[config.mk]
export PLATFORM = sky130hd
export DESIGN_NAME = alu_cond_sequencer
export DESIGN_NICKNAME = d
export VERILOG_FILES = /design/src/rtl/alu_pkg.sv /design/src/rtl/alu_cond_check.sv /design/src/rtl/alu_cond_sequencer.sv
export SDC_FILE = /design/constraint.sdc
export NUM_CORES = 1
export LEC_CHECK = 0
export ABC_AREA = 1
export BUFFER_PORTS_ARGS = -buffer_cell sky130_fd_sc_hd__buf_2
export CORE_MARGIN = 2
export CORE_UTILIZATION = 57
export DETAILED_ROUTE_END_ITERATION = 8
export PLACE_DENSITY = 0.86
export SKIP_CTS_REPAIR_TIMING = 1
export SYNTH_ARGS = -nofsm -noshare
export SYNTH_HDL_FRONTEND = slang
export SYNTH_SLANG_ARGS = --single-unit
[constraint.sdc]
create_clock -name clk -period 19.4 [get_ports clk]
set_clock_uncertainty 0.2 [all_clocks]
set_input_delay 1.94 -clock clk [delete_from_list [all_inputs] [get_ports clk]]
set_output_delay 1.94 -clock clk [all_outputs]
set_load 0.02 [all_outputs]
[src/rtl/alu_pkg.sv]
// Shared definitions for the ALU issue sequencer: ALU control codes,
// ARM condition codes, sequencer states and NZCV bit positions.
package alu_pkg;

  // ALU control encodings (same values as the ALU's own header)
  localparam logic [1:0] ALU_ADD = 2'b00;
  localparam logic [1:0] ALU_SUB = 2'b01;
  localparam logic [1:0] ALU_AND = 2'b10;
  localparam logic [1:0] ALU_OR  = 2'b11;

  // ARM condition codes; NV (1111) is treated as always
  typedef enum logic [3:0] {
    COND_EQ = 4'b0000,
    COND_NE = 4'b0001,
    COND_CS = 4'b0010,
    COND_CC = 4'b0011,
    COND_MI = 4'b0100,
    COND_PL = 4'b0101,
    COND_VS = 4'b0110,
    COND_VC = 4'b0111,
    COND_HI = 4'b1000,
    COND_LS = 4'b1001,
    COND_GE = 4'b1010,
    COND_LT = 4'b1011,
    COND_GT = 4'b1100,
    COND_LE = 4'b1101,
    COND_AL = 4'b1110,
    COND_NV = 4'b1111
  } cond_e;

  // Sequencer states: one ALU pass per LO/HI/FIX cycle
  typedef enum logic [2:0] {
    ST_IDLE = 3'd0,
    ST_LO   = 3'd1,
    ST_HI   = 3'd2,
    ST_FIX  = 3'd3,
    ST_RESP = 3'd4
  } state_e;

  // Bit positions inside a {N,Z,C,V} flag vector
  localparam int FLAG_N = 3;
  localparam int FLAG_Z = 2;
  localparam int FLAG_C = 1;
  localparam int FLAG_V = 0;

endpackage

[src/rtl/alu_cond_check.sv]
// Combinational ARM condition-code evaluator against an NZCV vector.
module alu_cond_check
  import alu_pkg::*;
(
  input  logic [3:0] cond_i,
  input  logic [3:0] nzcv_i,
  output logic       pass_o
);

  logic n, z, c, v;

  // Full ARM condition table; NV falls into the always-pass default
  always_comb begin
    n      = nzcv_i[FLAG_N];
    z      = nzcv_i[FLAG_Z];
    c      = nzcv_i[FLAG_C];
    v      = nzcv_i[FLAG_V];
    pass_o = 1'b1;
    case (cond_e'(cond_i))
      COND_EQ: pass_o = z;
      COND_NE: pass_o = ~z;
      COND_CS: pass_o = c;
      COND_CC: pass_o = ~c;
      COND_MI: pass_o = n;
      COND_PL: pass_o = ~n;
      COND_VS: pass_o = v;
      COND_VC: pass_o = ~v;
      COND_HI: pass_o = c & ~z;
      COND_LS: pass_o = ~c | z;
      COND_GE: pass_o = (n == v);
      COND_LT: pass_o = (n != v);
      COND_GT: pass_o = ~z & (n == v);
      COND_LE: pass_o = z | (n != v);
      default: pass_o = 1'b1;
    endcase
  end

endmodule

[src/rtl/alu_cond_sequencer.sv]
// Issue-side controller for a combinational 32-bit ALU: conditional
// execution against NZCV, multi-pass 64-bit ops, and flag update.
module alu_cond_sequencer
  import alu_pkg::*;
#(
  parameter int WIDTH = 32
) (
  input  logic               clk,
  input  logic               rst,
  input  logic               req_valid,
  output logic               req_ready,
  input  logic [1:0]         req_op,
  input  logic               req_wide,
  input  logic [3:0]         req_cond,
  input  logic               req_setflags,
  input  logic [2*WIDTH-1:0] req_a,
  input  logic [2*WIDTH-1:0] req_b,
  output logic [WIDTH-1:0]   alu_a,
  output logic [WIDTH-1:0]   alu_b,
  output logic [1:0]         alu_control,
  input  logic [WIDTH-1:0]   alu_result,
  input  logic [3:0]         alu_flags,
  output logic               rsp_valid,
  input  logic               rsp_ready,
  output logic [2*WIDTH-1:0] rsp_result,
  output logic               rsp_executed,
  output logic [3:0]         nzcv
);

  state_e             state_q, state_d;
  logic [1:0]         op_q, op_d;
  logic               wide_q, wide_d;
  logic               setflags_q, setflags_d;
  logic [WIDTH-1:0]   a_hi_q, a_hi_d;
  logic [WIDTH-1:0]   b_hi_q, b_hi_d;
  logic [WIDTH-1:0]   res_lo_q, res_lo_d;
  logic               c0_q, c0_d;
  logic               c_hi_q, c_hi_d;
  logic [WIDTH-1:0]   alu_a_q, alu_a_d;
  logic [WIDTH-1:0]   alu_b_q, alu_b_d;
  logic [1:0]         alu_ctrl_q, alu_ctrl_d;
  logic [2*WIDTH-1:0] rsp_result_q, rsp_result_d;
  logic               rsp_exec_q, rsp_exec_d;
  logic [3:0]         nzcv_q, nzcv_d;

  logic               cond_pass;
  logic               need_fix;
  logic               hi_carry;
  logic               b_eff_msb;
  logic [3:0]         wide_flags;
  logic [3:0]         narrow_flags;

  alu_cond_check u_cond (
    .cond_i (req_cond),
    .nzcv_i (nzcv_q),
    .pass_o (cond_pass)
  );

  assign req_ready    = (state_q == ST_IDLE);
  assign rsp_valid    = (state_q == ST_RESP);
  assign rsp_result   = rsp_result_q;
  assign rsp_executed = rsp_exec_q;
  assign nzcv         = nzcv_q;
  assign alu_a        = alu_a_q;
  assign alu_b        = alu_b_q;
  assign alu_control  = alu_ctrl_q;

  // Flag formation for the final pass: narrow from the ALU, wide assembled
  // from the saved low half, the high-pass carry and the current result.
  always_comb begin
    need_fix  = ((op_q == ALU_ADD) & c0_q) | ((op_q == ALU_SUB) & ~c0_q);
    // A SUB computes a + ~b + 1, so overflow uses the inverted b sign
    b_eff_msb = (op_q == ALU_SUB) ? ~b_hi_q[WIDTH-1] : b_hi_q[WIDTH-1];
    if (state_q == ST_FIX) begin
      hi_carry = (op_q == ALU_ADD) ? (c_hi_q | alu_flags[FLAG_C])
                                   : (c_hi_q & alu_flags[FLAG_C]);
    end else begin
      hi_carry = alu_flags[FLAG_C];
    end

    wide_flags         = nzcv_q;
    wide_flags[FLAG_N] = alu_result[WIDTH-1];
    wide_flags[FLAG_Z] = (res_lo_q == '0) && (alu_result == '0);
    if (!op_q[1]) begin
      wide_flags[FLAG_C] = hi_carry;
      wide_flags[FLAG_V] = (a_hi_q[WIDTH-1] == b_eff_msb) &
                           (alu_result[WIDTH-1] != a_hi_q[WIDTH-1]);
    end

    if (!op_q[1]) begin
      narrow_flags = alu_flags;
    end else begin
      narrow_flags         = nzcv_q;
      narrow_flags[FLAG_N] = alu_result[WIDTH-1];
      narrow_flags[FLAG_Z] = (alu_result == '0);
    end
  end

  // Next-state and datapath-register logic for the pass sequencer
  always_comb begin
    state_d      = state_q;
    op_d         = op_q;
    wide_d       = wide_q;
    setflags_d   = setflags_q;
    a_hi_d       = a_hi_q;
    b_hi_d       = b_hi_q;
    res_lo_d     = res_lo_q;
    c0_d         = c0_q;
    c_hi_d       = c_hi_q;
    alu_a_d      = alu_a_q;
    alu_b_d      = alu_b_q;
    alu_ctrl_d   = alu_ctrl_q;
    rsp_result_d = rsp_result_q;
    rsp_exec_d   = rsp_exec_q;
    nzcv_d       = nzcv_q;

    case (state_q)
      ST_IDLE: begin
        if (req_valid) begin
          op_d       = req_op;
          wide_d     = req_wide;
          setflags_d = req_setflags;
          a_hi_d     = req_a[2*WIDTH-1:WIDTH];
          b_hi_d     = req_b[2*WIDTH-1:WIDTH];
          if (cond_pass) begin
            alu_a_d    = req_a[WIDTH-1:0];
            alu_b_d    = req_b[WIDTH-1:0];
            alu_ctrl_d = req_op;
            state_d    = ST_LO;
          end else begin
            rsp_result_d = '0;
            rsp_exec_d   = 1'b0;
            state_d      = ST_RESP;
          end
        end
      end

      ST_LO: begin
        res_lo_d = alu_result;
        c0_d     = alu_flags[FLAG_C];
        if (wide_q) begin
          alu_a_d = a_hi_q;
          alu_b_d = b_hi_q;
          state_d = ST_HI;
        end else begin
          rsp_result_d = {{WIDTH{1'b0}}, alu_result};
          rsp_exec_d   = 1'b1;
          if (setflags_q) nzcv_d = narrow_flags;
          state_d = ST_RESP;
        end
      end

      ST_HI: begin
        c_hi_d = alu_flags[FLAG_C];
        if (need_fix) begin
          // Propagate the low-half carry/borrow into the high word
          alu_a_d = alu_result;
          alu_b_d = WIDTH'(1);
          state_d = ST_FIX;
        end else begin
          rsp_result_d = {alu_result, res_lo_q};
          rsp_exec_d   = 1'b1;
          if (setflags_q) nzcv_d = wide_flags;
          state_d = ST_RESP;
        end
      end

      ST_FIX: begin
        rsp_result_d = {alu_result, res_lo_q};
        rsp_exec_d   = 1'b1;
        if (setflags_q) nzcv_d = wide_flags;
        state_d = ST_RESP;
      end

      ST_RESP: begin
        if (rsp_ready) state_d = ST_IDLE;
      end

      default: state_d = ST_IDLE;
    endcase
  end

  // State and datapath registers; reset drops any in-flight op
  always_ff @(posedge clk or posedge rst) begin
    if (rst) begin
      state_q      <= ST_IDLE;
      op_q         <= ALU_ADD;
      wide_q       <= 1'b0;
      setflags_q   <= 1'b0;
      a_hi_q       <= '0;
      b_hi_q       <= '0;
      res_lo_q     <= '0;
      c0_q         <= 1'b0;
      c_hi_q       <= 1'b0;
      alu_a_q      <= '0;
      alu_b_q      <= '0;
      alu_ctrl_q   <= ALU_ADD;
      rsp_result_q <= '0;
      rsp_exec_q   <= 1'b0;
      nzcv_q       <= 4'b0000;
    end else begin
      state_q      <= state_d;
      op_q         <= op_d;
      wide_q       <= wide_d;
      setflags_q   <= setflags_d;
      a_hi_q       <= a_hi_d;
      b_hi_q       <= b_hi_d;
      res_lo_q     <= res_lo_d;
      c0_q         <= c0_d;
      c_hi_q       <= c_hi_d;
      alu_a_q      <= alu_a_d;
      alu_b_q      <= alu_b_d;
      alu_ctrl_q   <= alu_ctrl_d;
      rsp_result_q <= rsp_result_d;
      rsp_exec_q   <= rsp_exec_d;
      nzcv_q       <= nzcv_d;
    end
  end

endmodule
# Word level (Yosys, flattened, before mapping)
# Index checks and enable logic that the tools add are counted.
# word_totals
ff_bits,240
mem_bits_rw,0
elab_cells,117
inputBits,176
romBits,0
latchBits,0
mem_count,0
# classes
magnitude_cmp,0
bitwise_logic,16
n_eq_ne,32
addsub,0
n_mux,37
n_div,0
mul,0
reduce_logical,16
n_shift,0
# ops
cell,n
$mux W32,8
$mux W64,4
$pmux W64 S4,1
$pmux W32 S3,2
$logic_not A32 Y1,2
$eq A4 B4 Y1 const B,6
$mux W4,5
$eq A4 B3 Y1 const B,4
$ne A2 B2 Y1 const B,8
$mux W3,5
$pmux W3 S5,1
$reduce_and A5 Y1,3
$pmux W1 S14,1
$pmux W4 S3,1
$eq A4 B2 Y1 const B,2
$mux W1,7
$and A1 B1 Y1,6
$eq A3 B2 Y1 const B,2
$not A1 Y1,6
$reduce_bool A3 Y1,2
$eq A4 B1 Y1 const B,1
$logic_not A4 Y1,1
$ne A2 B1 Y1 const B,2
$or A1 B1 Y1,4
other kinds (14),17

# Longest topological paths before layout
# depth
ltp_word,8
mapped_depth,14
ltp_nobuf,12

# Cells and area by module
# From an unflattened synthesis, not the netlist that was laid out.
# unflattened
cells_unflattened,1269
area_unflattened_um2,11199.5
# by_module_without_submodules
module,area_per_inst_um2,cells_per_inst,n_inst,seq_area_each_um2
alu_cond_sequencer,10994.3,1219,1,6005.8
alu_cond_check,205.2,50,1,0.0

# Least setup slack after synthesis
# Ideal clock, no wire load.
# synth_timing
path_type,input to register
startpoint,input port req_cond[1]
endpoint,"register rsp_result_q[10], in the netlist rsp_result[10]"
t_arrival_ps,2944
setup_time_ps,117
stages,14
setup_slack_ps,16139
n_path_buf,2
cell_sequence,inv_2 -> nand2_1 -> nand2_1 -> nand2_1 -> nand3_1 -> nand2_1 -> nor2_2 -> nand2_1 -> nand2_2 -> nand2_2 -> buf_6 -> buf_4 -> nand2_1 -> nand2_1
# synth_via
elab_chain_len,4
word_cells_on_any_way,17
# synth_rtl
item,line,text
"start, declared",alu_cond_sequencer.sv:14,"input logic [3:0] req_cond,"
$eq A4 B4 Y1 (tied with other cells),alu_cond_check.sv:19,case (cond_e'(cond_i))
$pmux W1 S14 *,alu_cond_check.sv:19,
$ne A2 B2 Y1 (no source line) *,--,
$reduce_and A5 Y1 (no source line) *,--,
"end signal, assigned",alu_cond_sequencer.sv:214,rsp_result_q <= rsp_result_d;
"end, declared",alu_cond_sequencer.sv:42,"logic [2*WIDTH-1:0] rsp_result_q, rsp_result_d;"
# Mark *: on every way between the ends. The rest lies on a longest branch, timed or not.
# A chain may end at the register's enable or synchronous reset.

# Worst setup path after layout
# layout_timing
startpoint,input port req_cond[3]
endpoint,"register alu_b_q[8], in the netlist alu_b[8]"
# layout_via
elab_chain_len,4
word_cells_on_any_way,17
# layout_rtl
item,line,text
$eq A4 B4 Y1 (tied with other cells),alu_cond_check.sv:19,
$pmux W1 S14 *,alu_cond_check.sv:19,
$ne A2 B1 Y1 (no source line) *,--,
$reduce_and A5 Y1 (no source line) *,--,
"end signal, assigned",alu_cond_sequencer.sv:212,alu_b_q <= alu_b_d;
"end, declared",alu_cond_sequencer.sv:40,"logic [WIDTH-1:0] alu_b_q, alu_b_d;"
# Marks and branches as above.

==> results.toml <==
[status]
status = "complete, no violations"

[detailed_routing]
drtAntennaViolNets = 0
drc = 0
dr.pass1.iters = 5
routed_via_density = 5.65
drtIter0Drc = 956
dr_total_vias = 10900
post_drt_wl_per_cell_um = 18.1
wl_um = 34900

[timing]
fin_tns_setup_ns = 0
finalHoldViolCount = 0
min_period_ns = 4.40
max_freq_mhz = 227
slew_viol_final = 0
relSlewSlack_pct = 29.7
rsz0062_at_grt = "no"
period_share_pct = 22.7
setup_ws_ns = 15.00
final-setup-viol-count = 0
worst_pin_slew_ns = 1.05

[synthesis]
syn_avg_cell_area_um2 = 8.17
synth.top_cells.by_count = "nand2_1 (533), dfrtp_1 (240), inv_1 (104)"
syn-cell-area_um2 = 11300
synth_most_common_cell = "nand2_1"
ys_seq_elements = 240
synth_cell_type_count = 33
synth_top_flop_cell = "dfrtp_1"
synth_top_area_share_pct = 53.4
ys_top_cells_by_area = "dfrtp_1 (53%), nand2_1 (18%), nand4_1 (4.3%), o21ai_0 (4.2%), inv_1 (3.5%)"
yosysSeqAreaShare_pct = 53.4
synth_top_cell_by_area = "dfrtp_1"
async_flop_share_pct = 100
yosysWarnings = 0
netlist_instances = 1378
synth_fp_nets = 1554
synth_edf_count = 0

[placed_design]
preCtsSetupSlack_ns = 14.49
dp_cells = 1875
gp_congestion = 0.937
port-buffer-count = 312
dp.final_hpwl_um = 22800

[worst_setup_path]
critPathLaunchType = "primary input"
critPathCaptureType = "flop"
path_max_fanout = 65
arrival_ns = 4.61
worstPathRequired_ns = 19.60
critPathKind = "in -> reg"

[cts]
clk_pin_slew_ns = 0.06
clock-root-buffer = "clkbuf_16"
clk_latency_ns = 0.52
cts_sinks = 240
cts_max_path_buffers = 3
htreeDepth = 1
cts_tree = "done"
cts_made_buffers = 25

[pwr]
ir_worst_vdd_v = 0.000104
p_leak_nw = 7.72
finalPower_mw = 2.21
p_per_area_nw_per_um2 = 162

[cells_and_area]
fillers = 1576
fin_cells = 1925
num-nets-final = 1813
post-route-util_pct = 70.1
syn2layout_area_growth_pct = 20.9
drive_above_1_share_pct = 23.4
multi_input_area_um2 = 4380
regArea_um2 = 6010

[min_path]
hp-class = "reg -> reg"

[floorplanning]
die_h_um = 145
dieArea_um2 = 20900
num_rows = 51
ios = 313
start_util_pct = 58.0
die_x_um = 145
core-area_um2 = 19400

[job]
max_cap_violations = 0

[global_routing]
gr-total-overflow = 0
grt_pass1_wl_um = 53600
grt_max_degree = 130
antenna_found_initial = 5
grt.total_usage_pct = 32.6
grt_pass1_vias = 10300
-- layout by cell type (no fill, tap or decap), drive strengths merged --
cell type	instances
clkbuf	32
a22o	30
inv	111
nor2	60
o21ai	103
xor2	1
a22oi	1
nand4	78
diode	5
dfrtp	240
o21a	1
o221ai	22
clkinvlp	2
nand2	538
a21oi	8
nand3	78
nor4	2
bufinv	3
clkinv	8
buf	323
o31ai	2
o211ai	11
o22ai	1
-- power breakdown --
group	internal (mW)	total [mW]	switching [mW]
sequential	0.707	0.824	0.117
clock	0.282	0.483	0.201
combinational	0.261	0.900	0.639
-- cells by family (layout without fill, tap and decap cells) --
logic type | Yosys count | after routing | synth area share, %
XOR/XNOR | 1 | 1 | 0.0778
flip-flops | 240 | 240 | 53.4
other | 0 | 5 | 0
AND/OR/NAND/NOR | 756 | 756 | 28.6
buffers and inverters | 202 | 479 | 7.89
AO/OA/AOI/OAI | 179 | 179 | 10.1
-- metal layers --
| metal | vias up | wire length [um] | track usage, % |
|---|---|---|---|
| met1 | 5149 | 13400 | 43.6 |
| li1 | 5010 | - | - |
| met5 | - | 23 | 0 |
| met2 | 600 | 16600 | 52.7 |
| met4 | 4 | 1370 | 12.9 |
| met3 | 107 | 3480 | 6.59 |
-- area by class of cell --
class | instances | area share (%)
sequential | 240 | 44.1
multi-input combinational | 936 | 32.2
timing repair buffer | 323 | 12.1
clock buffer | 32 | 4.86
inverter | 111 | 3.14
tap | 265 | 2.44
clock inverter | 13 | 1.09
antenna | 5 | 0.0920
-- path summary, 6_finish.rpt --
kind / start / endpoint / slack, ns / cells after the start
worst max-delay path: req_cond[3] / alu_b[8] / 15.00 / 12
worst min-delay path: rsp_result[15] / rsp_result[15] / 0.27 / 2
worst max register to register: state_q[2] / alu_b[8] / 15.74 / 10
worst min register to register: rsp_result[15] / rsp_result[15] / 0.27 / 2
max in group asynchronous: rst / alu_a[15] / 16.24 / 3
min in group asynchronous: rst / a_hi_q[20] / 1.40 / 2
-- flip-flops by register name, summed over array words and instances (netlist names) --
name,flops
b_hi_q,32
alu_a,32
a_hi_q,32
rsp_executed,1
nzcv,4
res_lo_q,32
c_hi_q,1
state_q,3
setflags_q,1
alu_control,2
c0_q,1
wide_q,1
op_q,2
alu_b,32
rsp_result,64
-- critical path: stages --
cell	delay (ns)
buf_2	0.14
nand2_1	0.10
inv_1	0.09
nand3_1	0.10
a21oi_1	0.17
nor2_2	0.07
nand3_2	0.05
buf_4	0.55
nand3_2	0.70
buf_4	0.49
nand2_1	0.12
nand2_1	0.05
-- metrics by stage --
stage                     cell area (um^2)  hold WS [ns]
final                                13600         0.265
after floorplan                      11300         0.249
after global placement               12800         0.247
after CTS                            13600         0.269
after global routing                 13600         0.293
after detailed placement             12800         0.253
No activity file was read; power rests on OpenSTA's default activity.
